**src/rtl/udp_stream_arbiter_if.sv**
```systemverilog
`default_nettype none
// ============================================================================
// Module   : udp_stream_arbiter_if
// Brief    : N-source AXI-Stream merge bus feeding the UDP master stream input.
// Revision : 1.0
// ============================================================================
interface udp_stream_arbiter_if #(
    parameter int N_SRC    = 4,
    parameter int ID_WIDTH = 2
);
    logic [N_SRC*32-1:0] s_tdata;
    logic [N_SRC*4-1:0]  s_tkeep;
    logic [N_SRC-1:0]    s_tlast;
    logic [N_SRC-1:0]    s_tvalid;
    logic [N_SRC-1:0]    s_tready;
    logic [N_SRC-1:0]    src_enable;
    logic [ID_WIDTH-1:0] m_tid;
    logic [31:0]         m_tdata;
    logic [3:0]          m_tkeep;
    logic                m_tlast;
    logic                m_tvalid;
    logic                m_tready;
    logic                busy;
    logic [31:0]         pkt_cnt;

    // Arbiter side
    modport slave (
        input  s_tdata, s_tkeep, s_tlast, s_tvalid, src_enable, m_tready,
        output s_tready, m_tid, m_tdata, m_tkeep, m_tlast, m_tvalid, busy, pkt_cnt
    );

    // Environment side: sources plus downstream consumer
    modport master (
        output s_tdata, s_tkeep, s_tlast, s_tvalid, src_enable, m_tready,
        input  s_tready, m_tid, m_tdata, m_tkeep, m_tlast, m_tvalid, busy, pkt_cnt
    );
endinterface
`default_nettype wire

```
**src/rtl/udp_stream_arbiter.sv**
```systemverilog
`default_nettype none
// ============================================================================
// Module   : udp_stream_arbiter
// Brief    : Packet-level round-robin merge of N_SRC streams, skid-buffered out.
// Revision : 1.0
// ============================================================================
module udp_stream_arbiter #(
    parameter int N_SRC    = 4,
    parameter int ID_WIDTH = 2
) (
    input  logic                clk,
    input  logic                reset,
    udp_stream_arbiter_if.slave bus
);
    typedef enum logic [0:0] {
        ST_IDLE = 1'b0,
        ST_XFER = 1'b1
    } state_t;

    localparam logic [ID_WIDTH-1:0] c_LAST_INIT = ID_WIDTH'(N_SRC - 1);

    state_t              r_state, w_state_nxt;
    logic [ID_WIDTH-1:0] r_grant, w_grant_nxt;
    logic [ID_WIDTH-1:0] r_last_grant, w_last_grant_nxt;
    logic [ID_WIDTH-1:0] w_winner;
    logic                w_found;
    logic [N_SRC-1:0]    w_req;
    logic [N_SRC-1:0]    r_s_tready, w_s_tready_nxt;
    logic                w_accept, w_main_open, w_sk_valid_nxt;
    logic [31:0]         w_in_data;
    logic [3:0]          w_in_keep;
    logic                w_in_last;

    logic                r_m_valid, r_m_last;
    logic [ID_WIDTH-1:0] r_m_tid;
    logic [31:0]         r_m_data;
    logic [3:0]          r_m_keep;
    logic                r_sk_valid, r_sk_last;
    logic [ID_WIDTH-1:0] r_sk_tid;
    logic [31:0]         r_sk_data;
    logic [3:0]          r_sk_keep;
    logic [31:0]         r_pkt_cnt;

    assign w_req       = bus.s_tvalid & bus.src_enable;
    // Ready is only ever set on the granted bit, so any handshake is the grant's
    assign w_accept    = |(bus.s_tvalid & r_s_tready);
    assign w_main_open = ~r_m_valid | bus.m_tready;
    assign w_sk_valid_nxt = r_sk_valid ? ~w_main_open : (w_accept & ~w_main_open);

    always_comb begin : p_src_mux
        w_in_data = '0;
        w_in_keep = '0;
        w_in_last = 1'b0;
        for (int i = 0; i < N_SRC; i++) begin
            if (r_grant == ID_WIDTH'(i)) begin
                w_in_data = bus.s_tdata[i*32 +: 32];
                w_in_keep = bus.s_tkeep[i*4 +: 4];
                w_in_last = bus.s_tlast[i];
            end
        end
    end

    // First requester after the previous winner, wrapping modulo N_SRC
    always_comb begin : p_rr_search
        logic [ID_WIDTH-1:0] v_idx;
        v_idx    = '0;
        w_found  = 1'b0;
        w_winner = '0;
        for (int k = 1; k <= N_SRC; k++) begin
            v_idx = ID_WIDTH'((int'(r_last_grant) + k) % N_SRC);
            if (!w_found && w_req[v_idx]) begin
                w_found  = 1'b1;
                w_winner = v_idx;
            end
        end
    end

    always_comb begin : p_fsm_next
        w_state_nxt      = r_state;
        w_grant_nxt      = r_grant;
        w_last_grant_nxt = r_last_grant;
        w_s_tready_nxt   = '0;
        case (r_state)
            ST_IDLE: begin
                if (w_found) begin
                    w_state_nxt = ST_XFER;
                    w_grant_nxt = w_winner;
                end
            end
            ST_XFER: begin
                if (w_accept && w_in_last) begin
                    w_state_nxt      = ST_IDLE;
                    w_last_grant_nxt = r_grant;
                end
            end
            default: w_state_nxt = ST_IDLE;
        endcase
        if (w_state_nxt == ST_XFER && !w_sk_valid_nxt) begin
            for (int i = 0; i < N_SRC; i++) begin
                w_s_tready_nxt[i] = (w_grant_nxt == ID_WIDTH'(i));
            end
        end
    end

    always_ff @(posedge clk) begin : p_fsm_reg
        if (reset) begin
            r_state      <= ST_IDLE;
            r_grant      <= '0;
            r_last_grant <= c_LAST_INIT;
            r_s_tready   <= '0;
        end else begin
            r_state      <= w_state_nxt;
            r_grant      <= w_grant_nxt;
            r_last_grant <= w_last_grant_nxt;
            r_s_tready   <= w_s_tready_nxt;
        end
    end

    // Main register refills from the skid first so beat order is preserved
    always_ff @(posedge clk) begin : p_out_stage
        if (reset) begin
            r_m_valid  <= 1'b0;
            r_m_tid    <= '0;
            r_m_data   <= '0;
            r_m_keep   <= '0;
            r_m_last   <= 1'b0;
            r_sk_valid <= 1'b0;
            r_sk_tid   <= '0;
            r_sk_data  <= '0;
            r_sk_keep  <= '0;
            r_sk_last  <= 1'b0;
        end else if (w_main_open) begin
            if (r_sk_valid) begin
                r_m_valid  <= 1'b1;
                r_m_tid    <= r_sk_tid;
                r_m_data   <= r_sk_data;
                r_m_keep   <= r_sk_keep;
                r_m_last   <= r_sk_last;
                r_sk_valid <= 1'b0;
            end else if (w_accept) begin
                r_m_valid <= 1'b1;
                r_m_tid   <= r_grant;
                r_m_data  <= w_in_data;
                r_m_keep  <= w_in_keep;
                r_m_last  <= w_in_last;
            end else begin
                r_m_valid <= 1'b0;
            end
        end else if (w_accept) begin
            r_sk_valid <= 1'b1;
            r_sk_tid   <= r_grant;
            r_sk_data  <= w_in_data;
            r_sk_keep  <= w_in_keep;
            r_sk_last  <= w_in_last;
        end
    end

    always_ff @(posedge clk) begin : p_pkt_cnt
        if (reset) begin
            r_pkt_cnt <= '0;
        end else if (r_m_valid && bus.m_tready && r_m_last) begin
            r_pkt_cnt <= r_pkt_cnt + 32'd1;
        end
    end

    assign bus.s_tready = r_s_tready;
    assign bus.m_tvalid = r_m_valid;
    assign bus.m_tid    = r_m_tid;
    assign bus.m_tdata  = r_m_data;
    assign bus.m_tkeep  = r_m_keep;
    assign bus.m_tlast  = r_m_last;
    assign bus.busy     = (r_state == ST_XFER);
    assign bus.pkt_cnt  = r_pkt_cnt;

endmodule
`default_nettype wire

```
**src/flat_wrapper.sv**
```systemverilog
// flat-port wrapper written by rule: the top's interface ports become plain ports
module udp_stream_arbiter_flat 
#(
    parameter int N_SRC    = 4,
    parameter int ID_WIDTH = 2
)
  (clk, reset, bus_s_tdata, bus_s_tkeep, bus_s_tlast, bus_s_tvalid, bus_src_enable, bus_m_tready, bus_s_tready, bus_m_tid, bus_m_tdata, bus_m_tkeep, bus_m_tlast, bus_m_tvalid, bus_busy, bus_pkt_cnt);
  udp_stream_arbiter_if #(.N_SRC(N_SRC), .ID_WIDTH(ID_WIDTH)) bus_i ();
  input  logic clk;
  input  logic reset;
  input wire logic [$bits(bus_i.s_tdata)-1:0] bus_s_tdata;
  input wire logic [$bits(bus_i.s_tkeep)-1:0] bus_s_tkeep;
  input wire logic [$bits(bus_i.s_tlast)-1:0] bus_s_tlast;
  input wire logic [$bits(bus_i.s_tvalid)-1:0] bus_s_tvalid;
  input wire logic [$bits(bus_i.src_enable)-1:0] bus_src_enable;
  input wire logic [$bits(bus_i.m_tready)-1:0] bus_m_tready;
  output wire logic [$bits(bus_i.s_tready)-1:0] bus_s_tready;
  output wire logic [$bits(bus_i.m_tid)-1:0] bus_m_tid;
  output wire logic [$bits(bus_i.m_tdata)-1:0] bus_m_tdata;
  output wire logic [$bits(bus_i.m_tkeep)-1:0] bus_m_tkeep;
  output wire logic [$bits(bus_i.m_tlast)-1:0] bus_m_tlast;
  output wire logic [$bits(bus_i.m_tvalid)-1:0] bus_m_tvalid;
  output wire logic [$bits(bus_i.busy)-1:0] bus_busy;
  output wire logic [$bits(bus_i.pkt_cnt)-1:0] bus_pkt_cnt;
  assign bus_i.s_tdata = bus_s_tdata;
  assign bus_i.s_tkeep = bus_s_tkeep;
  assign bus_i.s_tlast = bus_s_tlast;
  assign bus_i.s_tvalid = bus_s_tvalid;
  assign bus_i.src_enable = bus_src_enable;
  assign bus_i.m_tready = bus_m_tready;
  assign bus_s_tready = bus_i.s_tready;
  assign bus_m_tid = bus_i.m_tid;
  assign bus_m_tdata = bus_i.m_tdata;
  assign bus_m_tkeep = bus_i.m_tkeep;
  assign bus_m_tlast = bus_i.m_tlast;
  assign bus_m_tvalid = bus_i.m_tvalid;
  assign bus_busy = bus_i.busy;
  assign bus_pkt_cnt = bus_i.pkt_cnt;
  udp_stream_arbiter #(.N_SRC(N_SRC), .ID_WIDTH(ID_WIDTH)) u_core (.clk(clk), .reset(reset), .bus(bus_i));
endmodule
```
**config.mk**
```make
export PLATFORM = sky130hd
export DESIGN_NAME = udp_stream_arbiter_flat
export DESIGN_NICKNAME = d
export VERILOG_FILES = /design/src/rtl/udp_stream_arbiter_if.sv /design/src/rtl/udp_stream_arbiter.sv /design/src/flat_wrapper.sv
export SDC_FILE = /design/constraint.sdc
export NUM_CORES = 1
export LEC_CHECK = 0
export CORE_MARGIN = 2
export CORE_UTILIZATION = 35
export DETAILED_ROUTE_END_ITERATION = 10
export PLACE_DENSITY_LB_ADDON = 0.12
export SKIP_CTS_REPAIR_TIMING = 1
export SYNTH_ARGS = -nofsm -noshare
export SYNTH_HDL_FRONTEND = slang
export SYNTH_SLANG_ARGS = --single-unit
```
**constraint.sdc**
```tcl
create_clock -name clk -period 2.5 [get_ports clk]
set_input_delay 0.625 -clock clk [delete_from_list [all_inputs] [get_ports clk]]
set_output_delay 0.625 -clock clk [all_outputs]
set_load 0.01 [all_outputs]
```
==> flow_summary.yaml, run 1 <==
worst_setup_path:
  worst-path-stages: 5
  slowest_stage: "or4_4"
  regToRegEndpoint: "u_core.bus.pkt_cnt[26]"
  worstPathRequired_ns: 2.84
  ff2ff_path_depth: 6
  startpoint_type: "input pin"
  path_cells: "clkdlybuf4s50_1 -> nand4_2 -> or4_4 -> or4_1 -> a21oi_1"
  path_buf_inv: 1
  crit_fanout: 17
  r2r-start: "u_core.bus.pkt_cnt[0]"
  crit_path_end_kind: "flip-flop"
  reg2reg_slack_ns: 0.40
  crit_family: "simple AND/OR/NAND/NOR gates"
  critPathKind: "input pin to flip-flop"
  arrival_ns: 2.66
  slowest_delay_ns: 0.67
yosys:
  synth_enable_flop_cells: 0
  syn_nets: 830
  synth-seq-cells: 121
  synth_area_leaders: "dfxtp_1 41%, mux4_2 14%, nand2_1 10%, a311oi_1 5.5%, a21oi_1 5.4%"
  yosys.area.top_type: "dfxtp_1"
  ys.flop_type: "dfxtp_1"
  syn_area_um2: 5910
  synth_commonest_cells: "164 x nand2_1, 121 x dfxtp_1, 64 x a21oi_1"
  async_flop_share_pct: 0
  syn_inst: 670
  ys_seq_area_share_pct: 41.0
  synth_top_area_share_pct: 41.0
  syn_area_per_cell_um2: 8.83
  ys_types: 45
  yosysWarnings: 0
  synth_most_common_cell: "nand2_1"
routing:
  first_pass_iters: 4
  viasPerCell: 5.31
  route.detailed.drc: 0
  ant_nets: 0
  num_vias: 5974
  avgRoutedWirePerCell_um: 15.9
  wirelength_um: 17900
  drt_iter0_drc: 251
worst_hold_path:
  hp-class: "flip-flop to flip-flop"
  whs_endpoint: "u_core.r_sk_data[2]"
  holdPathStages: 2
  min_from: "u_core.r_sk_data[2]"
clock_tree:
  clock_latency_ns: 0.41
  root_buffer: "clkbuf_16"
  clk_pin_slew_ns: 0.06
  clk_path_buf_depth: 2
  cts-buffers-inserted: 17
  cts_sinks: 121
  htree_num_levels: 4
  tritoncts: "done"
floorplanning:
  initial_core_util_pct: 35.8
  die_h_um: 134
  core_area_um2: 16500
  fp.dieArea_um2: 18000
  io-pin-count: 236
  rows: 47
  die_x_um: 134
timing:
  drv_slew: 0
  slew_headroom_pct: 61.3
  hold_slack_ns: 0.452
  finalHoldViolCount: 0
  fin_skew_ns: 0.00545
  min_period_ns: 2.32
  max_slew.worst_pin.slew_ns: 0.580
  rsz0062_at_grt: "false"
  setup_viol: 0
  min_period_over_period_pct: 92.7
  max_freq_mhz: 432
global_route:
  grt_pass1_wl_um: 27900
  first_global_vias: 5736
  grt_max_degree: 51
  antenna_found_initial: 0
  grt_util_all_layers_pct: 19.3
  grt_overflow: 0
cells_and_area:
  nNetsFinal: 1053
  multi_input_area_um2: 3270
  syn_to_final_growth_pct: 55.4
  num_antenna_cells: 0
  fillers: 1457
  seqCellArea_um2: 2430
  drive_above_1_share_pct: 11.1
  final_area_um2: 9190
pwr:
  p_sw_share_pct: 24.1
  ir_drop_v: 0.000483
  pwr-share-comb_pct: 19.6
  p_int_mw: 4.39
  p_clk_share_pct: 43.7
  p_sw_mw: 1.39
  seq_power_share_pct: 36.8
  power.density_nw_per_um2: 629
  finalPower_mw: 5.78
  leakage_nw: 3.08
placed_design:
  portBuffers: 235
  dp_hpwl_um: 12700
  gp_congestion: 0.816
  post_dp_cell_area_um2: 8580
run:
  cap_violations: 0
outcome:
  outcome: "finished clean"
==> worst max path at each step <==
stage                  from                      to  slack, ns
6_report       bus_m_tready  u_core.bus.pkt_cnt[25]       0.18
5_1_grt        bus_m_tready  u_core.bus.pkt_cnt[25]       0.11
4_1_cts        bus_m_tready  u_core.bus.pkt_cnt[25]       0.21
3_5_place_dp   bus_m_tready  u_core.bus.pkt_cnt[25]      -0.22
3_3_place_gp   bus_m_tready  u_core.bus.pkt_cnt[13]      -0.19
2_1_floorplan  bus_m_tready  u_core.bus.pkt_cnt[25]       0.33
==> area by class of cell <==
class                   instances  area share [%]
clock buffers                  22            5.38
multi-input cells             483            35.6
clock inverters                 8            1.28
flip-flops and latches        121            26.4
inverters                      11           0.449
repair buffers                259            27.9
well taps                     220            3.00
==> worst register-to-register path, delay by kind of cell, from the launching register on <==
kind	cells	cell delay, ns
buffers and inverters	2	0.30
AOI/OAI and AO/OA	1	0.16
DFF	1	0.41
adders and majority gates	1	0.23
and+or+nand+nor	2	0.92
==> registers in the layout (all words and copies together) (netlist names), 2 cells and up <==
register             count
u_core.r_sk_tid          2
u_core.bus.m_tkeep       4
u_core.bus.pkt_cnt      32
u_core.r_sk_keep         4
u_core.bus.m_tid         2
u_core.r_grant           2
u_core.bus.s_tready      4
u_core.r_sk_data        32
u_core.bus.m_tdata      32
u_core.r_last_grant      2
==> through the flow <==
stage               setup TNS [ns]  cells  setup slack, ns  util [%]
finish                           0   1124            0.184      55.6
global route                     0   1124            0.114      55.6
CTS                              0   1124            0.207      55.6
detailed placement           -3.07   1094           -0.224      51.9
global placement             -2.58   1094           -0.192      51.9
floorplan                        0    670            0.331         -
==> layout by cell type (no fill, tap or decap), drive strengths merged, types with 19 or more instances in the layout <==
master,count
buf,25
or4,19
nand2,164
a21oi,64
a311oi,37
dfxtp,121
mux4,37
clkbuf,22
nor2,51
clkdlybuf4s50,234
==> kinds of logic after synthesis <==
group | count (synthesis) | share of synthesized area [%]
XOR/XNOR | 9 | 1.33
multiplexers | 40 | 14.6
AND/OR/NAND/NOR | 285 | 21.7
AO/OA/AOI/OAI | 148 | 16.8
adder cells (fa/ha/maj) | 1 | 0.212
flip-flops | 121 | 41.0
buffers and inverters | 66 | 4.40
==> layer usage <==
metal / vias to the layer above / routed length (um) / track usage, %
met2: 199 / 8760 / 33.0
li1: 2897 / - / -
met1: 2854 / 7600 / 23.5
met5: - / 0 / 0
met4: 0 / 310 / 6.62
met3: 24 / 1180 / 5.18
==> power by group through the flow <==
stage	combinational (mW)	clock [mW]	sequential, mW
CTS	1.14	2.56	2.13
global route	1.22	2.64	2.14
finish	1.13	2.53	2.13
global placement	1.12	0	2.16
detailed placement	1.14	0	2.17
floorplan	0.478	0	2.20
No activity file was read; power rests on OpenSTA's default activity.
==> inputs of run 2 (changes only) <==
--- a/config.mk
+++ b/config.mk
@@ -5,8 +5,10 @@
 export SDC_FILE = /design/constraint.sdc
 export NUM_CORES = 1
 export LEC_CHECK = 0
+export CAP_MARGIN = 10
 export CORE_MARGIN = 2
 export CORE_UTILIZATION = 35
+export CTS_CLUSTER_DIAMETER = 30
 export DETAILED_ROUTE_END_ITERATION = 10
 export PLACE_DENSITY_LB_ADDON = 0.12
 export SKIP_CTS_REPAIR_TIMING = 1
==> results of run 2 <==
Final layout, timing and power as in run 1 (identical DEF).
